==> src/rtl/pwm_fader.sv <==
// Slew-rate limiter feeding the pwm duty_cycle input: ramps toward a handshaked target
// in clamped steps every (prescale+1) clocks. Define PWM_FADER_RETARGET_EN to accept targets mid-ramp.
module pwm_fader #(
   parameter int BITS          = 16,
   parameter int PRESCALE_BITS = 8
) (
   input  logic                     clk,
   input  logic                     reset_n,
   input  logic [BITS-1:0]          target,
   input  logic                     target_valid,
   output logic                     target_ready,
   input  logic [BITS-1:0]          step,
   input  logic [PRESCALE_BITS-1:0] prescale,
   output logic [BITS-1:0]          duty_cycle,
   output logic                     busy,
   output logic                     done
);

   typedef enum logic {S_IDLE, S_RAMP} state_t;

   state_t                   r_state, w_state_next;
   logic [BITS-1:0]          r_duty, w_duty_next;
   logic [BITS-1:0]          r_tgt, w_tgt_next;
   logic [PRESCALE_BITS-1:0] r_cnt, w_cnt_next;
   logic                     r_busy, r_done, w_done_next;

   logic                     w_ready, w_accept, w_tick;
   logic [BITS-1:0]          w_goal, w_step_eff, w_stepped;
   logic [BITS:0]            w_gap, w_step_ext, w_sum, w_diff;

`ifdef PWM_FADER_RETARGET_EN
   assign w_ready = reset_n;
`else
   assign w_ready = reset_n && (r_state == S_IDLE);
`endif

   assign w_accept = target_valid && w_ready;
   assign w_tick   = (r_state == S_RAMP) && (r_cnt == prescale);

   // A target accepted on a tick edge is stepped toward immediately.
   assign w_goal     = w_accept ? target : r_tgt;
   assign w_step_eff = (step == '0) ? BITS'(1) : step;
   assign w_step_ext = {1'b0, w_step_eff};

   // Distance and candidate moves at BITS+1 so clamping never wraps.
   assign w_gap  = (w_goal >= r_duty) ? ({1'b0, w_goal} - {1'b0, r_duty})
                                      : ({1'b0, r_duty} - {1'b0, w_goal});
   assign w_sum  = {1'b0, r_duty} + w_step_ext;
   assign w_diff = {1'b0, r_duty} - w_step_ext;

   always_comb begin
      w_stepped = w_goal;
      if (w_gap > w_step_ext) begin
         w_stepped = (w_goal > r_duty) ? w_sum[BITS-1:0] : w_diff[BITS-1:0];
      end
   end

   always_comb begin
      w_state_next = r_state;
      w_duty_next  = r_duty;
      w_tgt_next   = r_tgt;
      w_cnt_next   = r_cnt;
      w_done_next  = 1'b0;
      case (r_state)
         S_IDLE: begin
            if (w_accept) begin
               w_tgt_next = target;
               w_cnt_next = '0;
               if (target == r_duty) begin
                  w_done_next = 1'b1;
               end else begin
                  w_state_next = S_RAMP;
               end
            end
         end
         S_RAMP: begin
            w_cnt_next = w_tick ? '0 : r_cnt + PRESCALE_BITS'(1);
            if (w_accept) begin
               w_tgt_next = target;
            end
            if (w_accept && (target == r_duty)) begin
               w_state_next = S_IDLE;
               w_done_next  = 1'b1;
            end else if (w_tick) begin
               w_duty_next = w_stepped;
               if (w_stepped == w_goal) begin
                  w_state_next = S_IDLE;
                  w_done_next  = 1'b1;
               end
            end
         end
         default: w_state_next = S_IDLE;
      endcase
   end

   always_ff @(posedge clk or negedge reset_n) begin
      if (!reset_n) begin
         r_state <= S_IDLE;
         r_duty  <= '0;
         r_tgt   <= '0;
         r_cnt   <= '0;
         r_busy  <= 1'b0;
         r_done  <= 1'b0;
      end else begin
         r_state <= w_state_next;
         r_duty  <= w_duty_next;
         r_tgt   <= w_tgt_next;
         r_cnt   <= w_cnt_next;
         r_busy  <= (w_state_next == S_RAMP);
         r_done  <= w_done_next;
      end
   end

   assign target_ready = w_ready;
   assign duty_cycle   = r_duty;
   assign busy         = r_busy;
   assign done         = r_done;

endmodule

==> config.mk <==
export PLATFORM = sky130hd
export DESIGN_NAME = pwm_fader
export DESIGN_NICKNAME = d
export VERILOG_FILES = /design/src/rtl/pwm_fader.sv
export SDC_FILE = /design/constraint.sdc
export NUM_CORES = 1
export LEC_CHECK = 0
export BUFFER_PORTS_ARGS = -buffer_cell sky130_fd_sc_hd__buf_2
export CELL_PAD_IN_SITES_DETAIL_PLACEMENT = 1
export CELL_PAD_IN_SITES_GLOBAL_PLACEMENT = 1
export CORE_MARGIN = 5
export CORE_UTILIZATION = 41
export DETAILED_ROUTE_END_ITERATION = 16
export PLACE_DENSITY = 0.87
export SETUP_SLACK_MARGIN = 0.3
export SYNTH_ARGS = -nofsm -noshare
export SYNTH_HDL_FRONTEND = slang
export SYNTH_SLANG_ARGS = --single-unit
==> constraint.sdc <==
create_clock -name clk -period 6.04 [get_ports clk]
set_input_delay 0.302 -clock clk [delete_from_list [all_inputs] [get_ports clk]]
set_output_delay 0.302 -clock clk [all_outputs]
set_load 0.01 [all_outputs]
* Yosys cells after proc, flatten, opt, wreduce, memory -nomap -nowiden
Cells that the tools add are included.
** Word-level totals
- Input port bits :: 43
- Register bits :: 42
** Operators by class
- Eq/ne operators :: 4
- Bitwise logic cells :: 2
- Multiplexer cells :: 20
- Reduce and logical (&&, ||, !) cells :: 6
- Add/subtract/negate cells :: 5
- Magnitude comparators :: 3
** Operator list (number)
- 2-to-1 mux 16 bit :: 4
- subtractor 16 x 16 -> 17 bit :: 2
- equality test 16 bit :: 2
- > comparator 17 x 16 -> 1 bit :: 1
- 2-to-1 mux 17 bit :: 1
- adder 16 bit :: 1
- >= comparator 16 bit :: 1
- > comparator 16 bit :: 1
- zero test 16 bit :: 1
- 2-to-1 mux 8 bit :: 2
- case mux 8 bit (2 select lines) :: 1
- subtractor 16 bit :: 1
- 2-to-1 mux 1 bit :: 10
- adder 8 x 1 -> 8 bit (second input constant) :: 1
- equality test 8 bit :: 1
- logical AND 1 bit :: 4
- case mux 1 bit (2 select lines) :: 2
- AND reduction 3 bit :: 1
- inequality test 2 bit (second input constant) :: 1
- inverter 1 bit :: 2

* Depth between registers and ports, before layout
Gate-level depths: netlist (run 1).
- Depth in word-level cells :: 13
- Depth in mapped cells :: 29

* Least setup slack after synthesis (run 1)
OpenSTA, ideal clock, no wires.
- Kind :: reg2reg
- Start :: register, netlist name busy
- End :: register r_duty[14] (netlist: duty_cycle[14])
- Setup slack :: 0.076 ns
- Buffers on the path :: 8
- Period minus slack after synthesis :: 5.964 ns
- Arrival time :: 5.832 ns
- Stages on the path, launching flop included :: 28
- Required time :: 5.907 ns
- Setup time :: 0.133 ns
- Cell sequence :: dfrtp_1 buf_4 nand3b_4 buf_6 buf_2 mux2_2 ha_1 clkbuf_1 nand4_1 nor4_1 a211oi_1 nand3_2 clkbuf_1 buf_2 mux2i_1 o21ai_1 a21oi_1 xnor2_1 ha_1 a21o_1 a221o_1 a211oi_1 a31oi_1 a311o_1 clkbuf_1 buf_2 a211oi_1 a21oi_1
** RTL lines
- end signal: assignment :: line 106 : r_duty <= w_duty_next;
- end: declaration :: line 22 : logic [BITS-1:0] r_duty, w_duty_next;

==> results.md, run 1 <==
- Total track usage: 0.2523
- Number of library cell types mapped by synthesis: 63
- Vias: 5636
- Port buffer count: 61
- Initial DRC Count: 497
- FF-to-FF path depth: 24
- Synth Flop Type: dfrtp_1
- Seq/Total Area, Yosys: 0.1967
- Slew @ Worst Pin: 1.062 ns
- Simple-gate share of the synthesized area: 0.1609
- First-pass GRT wire length: roughly 30000 um
- Unrepaired setup endpoints after global routing: yes
- Post-route ant nets: 0
- Congestion Overflow GR: 0
- Crit start category: flip-flop
- Largest net degree at the start of global routing: 45
- Ys Warns: 0
- Final setup viols: 0
- Final Hold Vio Count: 0
- Antenna violations before repair: 0
- Cts hold-fix bufs: 0
- Seq cells post-synth: 42
- Crit path from: busy$_DFF_PN0_
- Chip width: ~120 um
- DRC: 0
- Avg Inst Size Synth: 8.132 um^2
- DR WL/cell: 24.66 um
- Synth Area in Compound Gates: 0.2075
- Reg-to-Reg Start: busy$_DFF_PN0_
- Crit-path max FO: 5
- CP endpoint kind: flip-flop
- Syn Std Cell Area: 5343 um^2
- EDFF count, synth: 0
- Crit path to: duty_cycle[6]$_DFFE_PN0P_
- Placer congestion estimate: 0.9854
- Antenna cells: 0
- Synth Net Count: between 700 and 800
- Core Util, Final: 0.5404
- Worst min-delay path class: in -> async
- Die Area: 15410 um^2
- Synth async-reset ratio: 1.000
- Layout cells sized above 1: 0.2748
- Largest family of logic cells by synthesized area: compound AO/OA/AOI/OAI gates
- Root buffer cell: clkbuf_16
- Syn Inst Count: 657
- Worst R2R End: duty_cycle[6]$_DFFE_PN0P_
- H-Tree Depth: 2
- Wirelength, routed: about 23000 um
- TNS Setup: 0 ns
- Design area: 6875 um^2
- Core Region: 12720 um^2
- Crit path required time: 6.27 ns
- Post-Synth Adder-Cell Area: 0.1635
- Vias in the first global route: 5702
- Status: finished, final reports clean
- CP Class: reg -> reg
- Reg2Reg Setup Slack: 0.22 ns
- Total CTS buffers: 5
- Area Overhead vs Synth: 28.69%
- Max-Slew Margin vs Limit: 0.2917
- Starting Density: 0.4199
- Row cnt: 41
- Post-layout nets: 856
- Clock Tree Buf Depth: 2
- Final number of max-transition violations: 0
- Clk slew on worst S/H paths: 0.07 ns
- Max Clk Rate: 172.0 MHz
- Dpl hpwl: between 15000 and 20000 um
- Initial DRT Pass Iterations: 5
- Clock Latency Late Sink: a little over 0.3 ns
- Cell area after placement: 5921 um^2
- Clock sinks: 42
- Vias/cell: 6.139
- Synth Area in XOR/XNOR: 0.1347
- Arrival time worst endpoint: approximately 6.0 ns
- Max-cap viol count: 0
- IO Count: 62
- Mux contribution to synthesized area: 0.07307
- Fin Clk Skew: 0.01325 ns
- Min cycle time layout: 5.815 ns
- Final period util: 0.9628
- CTS tree: done
- Die Height: approximately 120 um
==> routing by layer <==
layer  up-vias  global-route usage  part of all wire
met2       233              0.4223              0.49
met1      2815              0.3149              0.40
met3        67             0.04223             0.051
met5         -                   0                 0
li1       2521                   -                 -
met4         0              0.1211             0.057
==> state kept, by name (all words and copies together) (netlist names) <==
signal and cells:
done 1, r_cnt 8, duty_cycle 16, r_tgt 16, busy 1
==> worst min-delay path by stage <==
stage | from | end | slack, ns | cells after the start
4_1_cts | reset_n | r_cnt[7]$_DFFE_PN0P_ | 0.18 | 2
2_1_floorplan | reset_n | busy$_DFF_PN0_ | 0.006 | 0
3_5_place_dp | reset_n | r_cnt[7]$_DFFE_PN0P_ | 0.50 | 2
3_3_place_gp | reset_n | r_tgt[1]$_DFF_PN0_ | 0.48 | 2
6_report | reset_n | duty_cycle[3]$_DFFE_PN0P_ | 0.14 | 2
5_1_grt | reset_n | r_cnt[7]$_DFFE_PN0P_ | 0.20 | 2
==> logic make-up (layout without fill, tap and decap cells) <==
kind of cell / after synthesis / count (layout)
adders and majority gates: 68 / 68
DFF: 42 / 42
xor gates and xnor gates: 79 / 79
and+or+nand+nor: 171 / 171
muxes: 36 / 36
AOI/OAI and AO/OA: 177 / 177
buffers and inverters: 84 / 173
==> Yosys cell counts, types with 3 or more instances <==
| cell | number | share of area |
|---|---|---|
| o211ai_1 | 8 | 0.011 |
| ha_1 | 65 | 0.15 |
| clkbuf_1 | 13 | 0.0091 |
| o21ai_0 | 33 | 0.031 |
| inv_1 | 63 | 0.044 |
| nor2b_1 | 9 | 0.011 |
| a21oi_1 | 48 | 0.045 |
| nand4_1 | 9 | 0.011 |
| o22ai_1 | 4 | 0.0047 |
| nor2_1 | 42 | 0.030 |
| nand3_1 | 13 | 0.012 |
| o21a_1 | 3 | 0.0042 |
| o31ai_1 | 4 | 0.0056 |
| buf_2 | 5 | 0.0047 |
| o21ai_1 | 21 | 0.020 |
| a211oi_1 | 6 | 0.0084 |
| or3_1 | 3 | 0.0035 |
| mux2i_1 | 21 | 0.039 |
| nor4_1 | 9 | 0.011 |
| and2_1 | 3 | 0.0035 |
| mux2_1 | 3 | 0.0063 |
| nand2_1 | 40 | 0.028 |
| a31oi_1 | 8 | 0.0094 |
| xor2_1 | 24 | 0.039 |
| or4_1 | 3 | 0.0042 |
| nand2b_1 | 4 | 0.0047 |
| a221oi_1 | 3 | 0.0049 |
| xnor2_1 | 53 | 0.087 |
| a21o_1 | 14 | 0.020 |
| fa_1 | 3 | 0.011 |
| and3_1 | 7 | 0.0082 |
| nor3_1 | 19 | 0.018 |
| dfrtp_1 | 42 | 0.20 |
| mux2_2 | 11 | 0.023 |
==> what timing repair did <==
item,CTS,global route
buffers inserted,6,13
setup endpoints to repair,18,18
endpoints found under the hold margin,0,0
cloned,0,3
resized for setup,23,91
pin swaps,6,27
==> metrics by stage <==
stage,std cells,worst slack (ns),hold WS (ns)
detailed placement,888,-0.09521,0.4984
floorplan,657,0.3092,0.006409
global placement,888,0.1138,0.4771
finish,918,0.2248,0.1449
global route,918,0.07576,0.1981
CTS,902,0.2941,0.1751
==> placed cells by master, fill, tap and decap left out, types with 9 or more instances in the layout <==
| cell type | n |
|---|---|
| inv_1 | 58 |
| nor3_1 | 15 |
| xnor2_1 | 51 |
| o21ai_1 | 20 |
| xor2_1 | 23 |
| a21oi_1 | 37 |
| ha_4 | 13 |
| ha_1 | 47 |
| nor2_1 | 36 |
| buf_4 | 32 |
| o21ai_0 | 31 |
| nand4_1 | 9 |
| mux2i_1 | 12 |
| buf_2 | 61 |
| a21oi_2 | 10 |
| nand3_1 | 13 |
| nand2_1 | 39 |
| a21o_1 | 14 |
| dfrtp_1 | 42 |
==> critical path: stages (launching register included) <==
cell and delay [ns]:
dfrtp_1 0.36, nand3b_4 0.17, buf_12 0.16, mux2i_4 0.28, inv_1 0.12, ha_1 0.37
nand4_1 0.22, nor4_4 0.44, a211oi_2 0.08, nand3_2 0.20, buf_6 0.12, mux2_2 0.33
a221oi_2 0.18, buf_4 0.18, nor3_2 0.05, or4b_1 0.52, o311a_1 0.17, ha_4 0.29
nand3_1 0.10, o32ai_1 0.28, a31oi_1 0.08, a311o_2 0.43, buf_12 0.18, mux2_4 0.29
o21ai_1 0.11
==> layout make-up <==
cell class | count | area [um^2]
inverters | 63 | 236.5
flip-flops and latches | 42 | 1051
multi-input cells | 531 | 4488
fillers | 1527 | 5847
well taps | 172 | 215.2
repair buffers | 102 | 718.2
clock inverters | 2 | 37.54
clock buffers | 6 | 128.9
Power of run 1 is left out: the tool's default activity adds up to more than one toggle a clock period on the data nets, which glitch-free logic cannot reach.
==> inputs of run 2 (changes only) <==
ABC_AREA = 1   (was default)
CORE_UTILIZATION = 39   (was 41)
==> run 2 against run 1 <==
Net effect: setup slack better by 0.44 ns; worst hold slack worse by 0.025 ns; cell count up 26%; sequential share of layout area up 0.52 points; final area down 3.3%; maximum frequency up 8.3%; critical path type unchanged; critical endpoint is now busy$_DFF_PN0_; largest cell class unchanged; highest routed layer unchanged.
==> results.md, run 2 <==
- H-Tree Depth: 2
- Chip width: between 100 and 150 um
- Synth async-reset ratio: 1.000
- Max Clk Rate: 186.2 MHz
- IO Count: 62
- Total CTS buffers: 5
- Status: finished, final reports clean
- Layout cells sized above 1: 0.1376
- Crit-path max FO: 44
- Placer congestion estimate: between 0.9 and 1
- Root buffer cell: clkbuf_16
- Area contributors post-synth: dfrtp_1, ha_1, nand2_1, inv_1, xor2_1
- Reg2Reg Setup Slack: 0.67 ns
- Top-count cell post-synth: nand2_1
- CP Class: reg -> reg
- Area Overhead vs Synth: 15.12%
- Final setup viols: 0
- Crit path from: busy$_DFF_PN0_
- Avg Inst Size Synth: 6.452 um^2
- CTS tree: done
- Clk slew on worst S/H paths: 0.06 ns
- Clock Tree Buf Depth: 2
- Worst min-delay path class: in -> async
- Core Region: 14530 um^2
- Number of library cell types mapped by synthesis: 43
- Ys Warns: 0
- Congestion Overflow GR: 0
- Max-cap viol count: 0
- Post-layout nets: approximately 1100
- Syn Std Cell Area: 5774 um^2
- Synth Flop Type: dfrtp_1
- Crit path to: busy$_DFF_PN0_
- CP endpoint kind: flip-flop
- Initial DRT Pass Iterations: 4
- Die Area: 17340 um^2
- Seq cells post-synth: 42
- Vias: 6146
- Antenna cells: 0
- Synth area leader: dfrtp_1
- Port buffer count: between 60 and 70
- Total track usage: 0.2341
- Min cycle time layout: 5.371 ns
- Reg-to-Reg Start: busy$_DFF_PN0_
- CP top delay family: simple AND/OR/NAND/NOR gates
- Final period util: 0.8892
- Most frequent cells in the layout: nand2_1, inv_1, nor2_1
- Vias in the first global route: 6513
- Clock sinks: 42
- Die Height: between 100 and 150 um
- Arrival time worst endpoint: about 5.6 ns
- Worst hold slack: roughly 0.12 ns
- Max-Slew Margin vs Limit: 0.2174
- Dpl hpwl: 17480 um
- Unrepaired setup endpoints after global routing: no
- Final number of max-transition violations: 0
- Post-route ant nets: 0
- Crit start category: flip-flop
- EDFF count, synth: 0
- Stages on worst setup path: 40
- Initial DRC Count: around 240
- Slowest cell on crit path: dfrtp_1
- Crit path required time: 6.21 ns
- FF-to-FF path depth: 40
- Vias/cell: 5.307
- Synth top area share: 0.1820
- Antenna violations before repair: 0
- DR WL/cell: roughly 18 um
- Crit-path most repeated cell: nand2_1
- Most common library cells after synthesis: nand2_1, inv_1, ha_1, nor2_1, o21ai_0
- Slowest stage delay, CP: 0.40 ns
- Worst R2R End: busy$_DFF_PN0_
- Largest net degree at the start of global routing: 45
- DRC: 0
- Final Hold Vio Count: 0
- Wirelength, routed: 20370 um
- Worst path bufs/invs: 5
- Seq/Total Area, Yosys: 0.1820
- Slew @ Worst Pin: approximately 1.2 ns
- Clock Latency Late Sink: 0.29 ns
- Synth Net Count: about 1000
- Row cnt: 44
- TNS Setup: 0 ns
- Starting Density: 0.3973
- Syn Inst Count: 895
- First-pass GRT wire length: 33400 um
- Commonest non-fill, non-tap cell in the layout: nand2_1
- Fin Clk Skew: 0.006571 ns
-- run 2: routing by layer --
layer,share of wire,GRT usage,routed length (um)
met1,0.47,0.3170,9480
met2,0.46,0.3928,9467
met3,0.042,0.02599,853
met4,0.028,0.07029,565
met5,0,0,0
-- run 2: worst min-delay path by stage --
stage | end | slack (ns) | depth (start not counted)
3_5_place_dp | r_tgt[2]$_DFF_PN0_ | 0.46 | 2
5_1_grt | duty_cycle[1]$_DFFE_PN0P_ | 0.18 | 2
2_1_floorplan | busy$_DFF_PN0_ | 0.006 | 0
4_1_cts | r_tgt[1]$_DFF_PN0_ | 0.15 | 2
3_3_place_gp | r_tgt[2]$_DFF_PN0_ | 0.46 | 2
6_report | r_tgt[1]$_DFF_PN0_ | 0.12 | 2
-- run 2: cell type report --
class                   instances  area (um^2)
flip-flops and latches         42         1051
multi-input cells             668         4048
inverters                     171        648.1
fillers                      1985         7886
well taps                     184        230.2
clock inverters                 1        5.005
clock buffers                   7        142.6
repair buffers                 85        523.0
-- run 2: metrics by stage --
stage                     cells  utilization  setup slack (ns)  instance area [um^2]
after detailed placement   1148       0.4417            0.1691                  6420
after floorplan             895            -             1.189                  5774
after global placement     1148       0.4417            0.4041                  6420
final                      1158       0.4574            0.6692                  6648
after CTS                  1156       0.4526            0.3092                  6578
after global routing       1158       0.4574            0.3179                  6648
-- run 2: what timing repair did --
| item | in CTS | in global routing |
|---|---|---|
| pin swaps | 0 | 4 |
| buffers inserted | 0 | 2 |
| hold buffers | 0 | 0 |
| resized for setup | 3 | 25 |
| endpoints found under the setup margin | 1 | 15 |
-- run 2: cell families (layout without fill, tap and decap cells) --
logic type / count (synthesis) / in the layout / share of synthesized area
muxes: 3 / 3 / 0.005201
buffers and inverters: 185 / 264 / 0.1259
adders and majority gates: 68 / 68 / 0.1512
and+or+nand+nor: 382 / 382 / 0.2893
AOI/OAI and AO/OA: 156 / 156 / 0.1569
xor gates and xnor gates: 59 / 59 / 0.08949
DFF: 42 / 42 / 0.1820
-- run 2: worst register-to-register path: cells and delay by family (launching register included) --
| family | cells | cell delay, ns |
|---|---|---|
| fa+ha+maj | 2 | 0.66 |
| flops | 1 | 0.40 |
| compound gates | 4 | 0.63 |
| xor+xnor | 1 | 0.23 |
| buf+inv | 5 | 0.83 |
| simple gates | 28 | 2.53 |
Power of run 2 is left out for the same reason.
==> inputs of run 3 (changes only) <==
CELL_PAD_IN_SITES_DETAIL_PLACEMENT = default   (was 1)
CELL_PAD_IN_SITES_GLOBAL_PLACEMENT = default   (was 1)
CORE_UTILIZATION = 55   (was 39)
CTS_CLUSTER_SIZE = 20   (was default)
PLACE_DENSITY = 0.86   (was 0.87)
==> run 3 against run 2 <==
Net effect: sequential share of layout area increased by 0.21 points; count of clock-buffer cells in the layout shrank 1; setup slack better by 0.024 ns; worst hold slack lost 0.034 ns; cell count is 4.0% lower; critical path type unchanged.
==> results.md, run 3 (same netlist as run 2, synthesis figures left out) <==
- Clk slew on worst S/H paths: 0.08 ns
- First-pass GRT wire length: 28050 um
- Layout cells sized above 1: 0.1424
- Root buffer cell: clkbuf_8
- Placer congestion estimate: between 1 and 1.5
- Vias in the first global route: 5695
- Antenna cells: 0
- CP endpoint kind: flip-flop
- Total CTS buffers: 5
- Initial DRC Count: 559
- Wirelength, routed: 17620 um
- Post-route ant nets: 0
- Clock Tree Buf Depth: 2
- Final setup viols: 0
- Max-Slew Margin vs Limit: 0.6394
- Worst min-delay path class: in -> async
- Crit-path most repeated cell: nand2_1
- Max-cap viol count: 0
- Chip width: 112.5 um
- Cts hold-fix bufs: 0
- Initial DRT Pass Iterations: 7
- Die Area: between 10000 and 15000 um^2
- Most frequent cells in the layout: nand2_1, inv_1, nor2_1
- Slowest stage delay, CP: 0.43 ns
- Die Height: 112.5 um
- Final period util: 0.8852
- Clock Latency Late Sink: 0.30 ns
- Crit start category: flip-flop
- CP Class: reg -> reg
- Crit path required time: 6.27 ns
- DR WL/cell: 15.85 um
- Row cnt: 37
- Final Hold Vio Count: 0
- Commonest non-fill, non-tap cell in the layout: nand2_1
- Crit-path max FO: 33
- Antenna violations before repair: 0
- Final number of max-transition violations: 0
- TNS Setup: 0 ns
- Total track usage: 0.2742
- DP Cell Count: 1100
- Arrival time worst endpoint: between 5 and 6 ns
- Filler cells: between 900 and 1000
- Clock sinks: 42
- Fin Clk Skew: 0.008507 ns
- Starting Density: 0.5618
- Area Overhead vs Synth: 13.72%
- CTS tree: done
- DRC: 0
- Unrepaired setup endpoints after global routing: no
- Slowest cell on crit path: dfrtp_2
- FF-to-FF path depth: 37
- Slew @ Worst Pin: 0.5409 ns
- Post-layout nets: roughly 1100
- H-Tree Depth: 2
- Fin cells: 1112
- Max Clk Rate: 187.0 MHz
- Vias/cell: around 5.5
- Status: finished, final reports clean
- Vias: about 6100
- Core Region: roughly 10000 um^2
- Congestion Overflow GR: 0
- Largest net degree at the start of global routing: 43
- Dpl hpwl: 14820 um
- Min cycle time layout: 5.346 ns
- Port buffer count: 61
- IO Count: 62
## run 3: cell count changes in the layout (fill, tap and decap cells not counted), sizes merged
cell,before,now
clkbuf,7,6
buf,85,88
bufinv,0,1
clkinv,1,0
## run 3: layout make-up
type | count | area, um^2 | area share
Clock buffer | 6 | 82.58 | 0.01258
Clock inverter | 1 | 30.03 | 0.004573
Inverter | 171 | 648.1 | 0.09870
Multi-Input combinational cell | 668 | 4063 | 0.6187
Sequential cell | 42 | 1052 | 0.1603
Tap cell | 136 | 170.2 | 0.02591
Timing Repair Buffer | 88 | 520.5 | 0.07927
## run 3: what timing repair did
action,4_1_cts,5_1_grt
hold endpoints to repair,0,0
resized for setup,2,27
setup endpoints to repair,2,10
buffers inserted,0,5
pin swaps,0,4
## run 3: critical path: cells and delay by family (launching register included)
| family | cells | cell delay [ns] |
|---|---|---|
| buf+inv | 6 | 0.74 |
| compound gates | 7 | 1.09 |
| xor+xnor | 1 | 0.24 |
| flops | 1 | 0.43 |
| fa+ha+maj | 3 | 0.92 |
| simple gates | 20 | 1.84 |
## run 3: final timing paths
check,slack (ns),start,to
worst min-delay path,0.09,reset_n,r_tgt[10]$_DFF_PN0_
worst max register to register,0.69,busy$_DFF_PN0_,done$_DFF_PN0_
max in group asynchronous,5.57,reset_n,busy$_DFF_PN0_
worst max-delay path,0.69,busy$_DFF_PN0_,done$_DFF_PN0_
worst min register to register,0.60,r_cnt[0]$_DFFE_PN0P_,r_cnt[0]$_DFFE_PN0P_
min in group clk,0.36,target[0],r_tgt[0]$_DFF_PN0_
## run 3: routing by layer
metal	wire (um)	GRT usage
met1	7925	0.3751
met2	8034	0.4493
met3	1200	0.03935
met4	460	0.08173
met5	0	0
## run 3: per-stage QoR
step	util	instance area (um^2)	hold WS (ns)	setup slack (ns)
final	0.6389	6566	0.08569	0.6936
after global routing	0.6389	6566	0.1446	0.2911
after CTS	0.6284	6459	0.09573	0.3503
after detailed placement	0.6174	6345	0.4216	0.2461
after global placement	0.6174	6345	0.4155	0.2914
after floorplan	-	5774	0.006409	1.189
Power of run 3 is left out for the same reason.
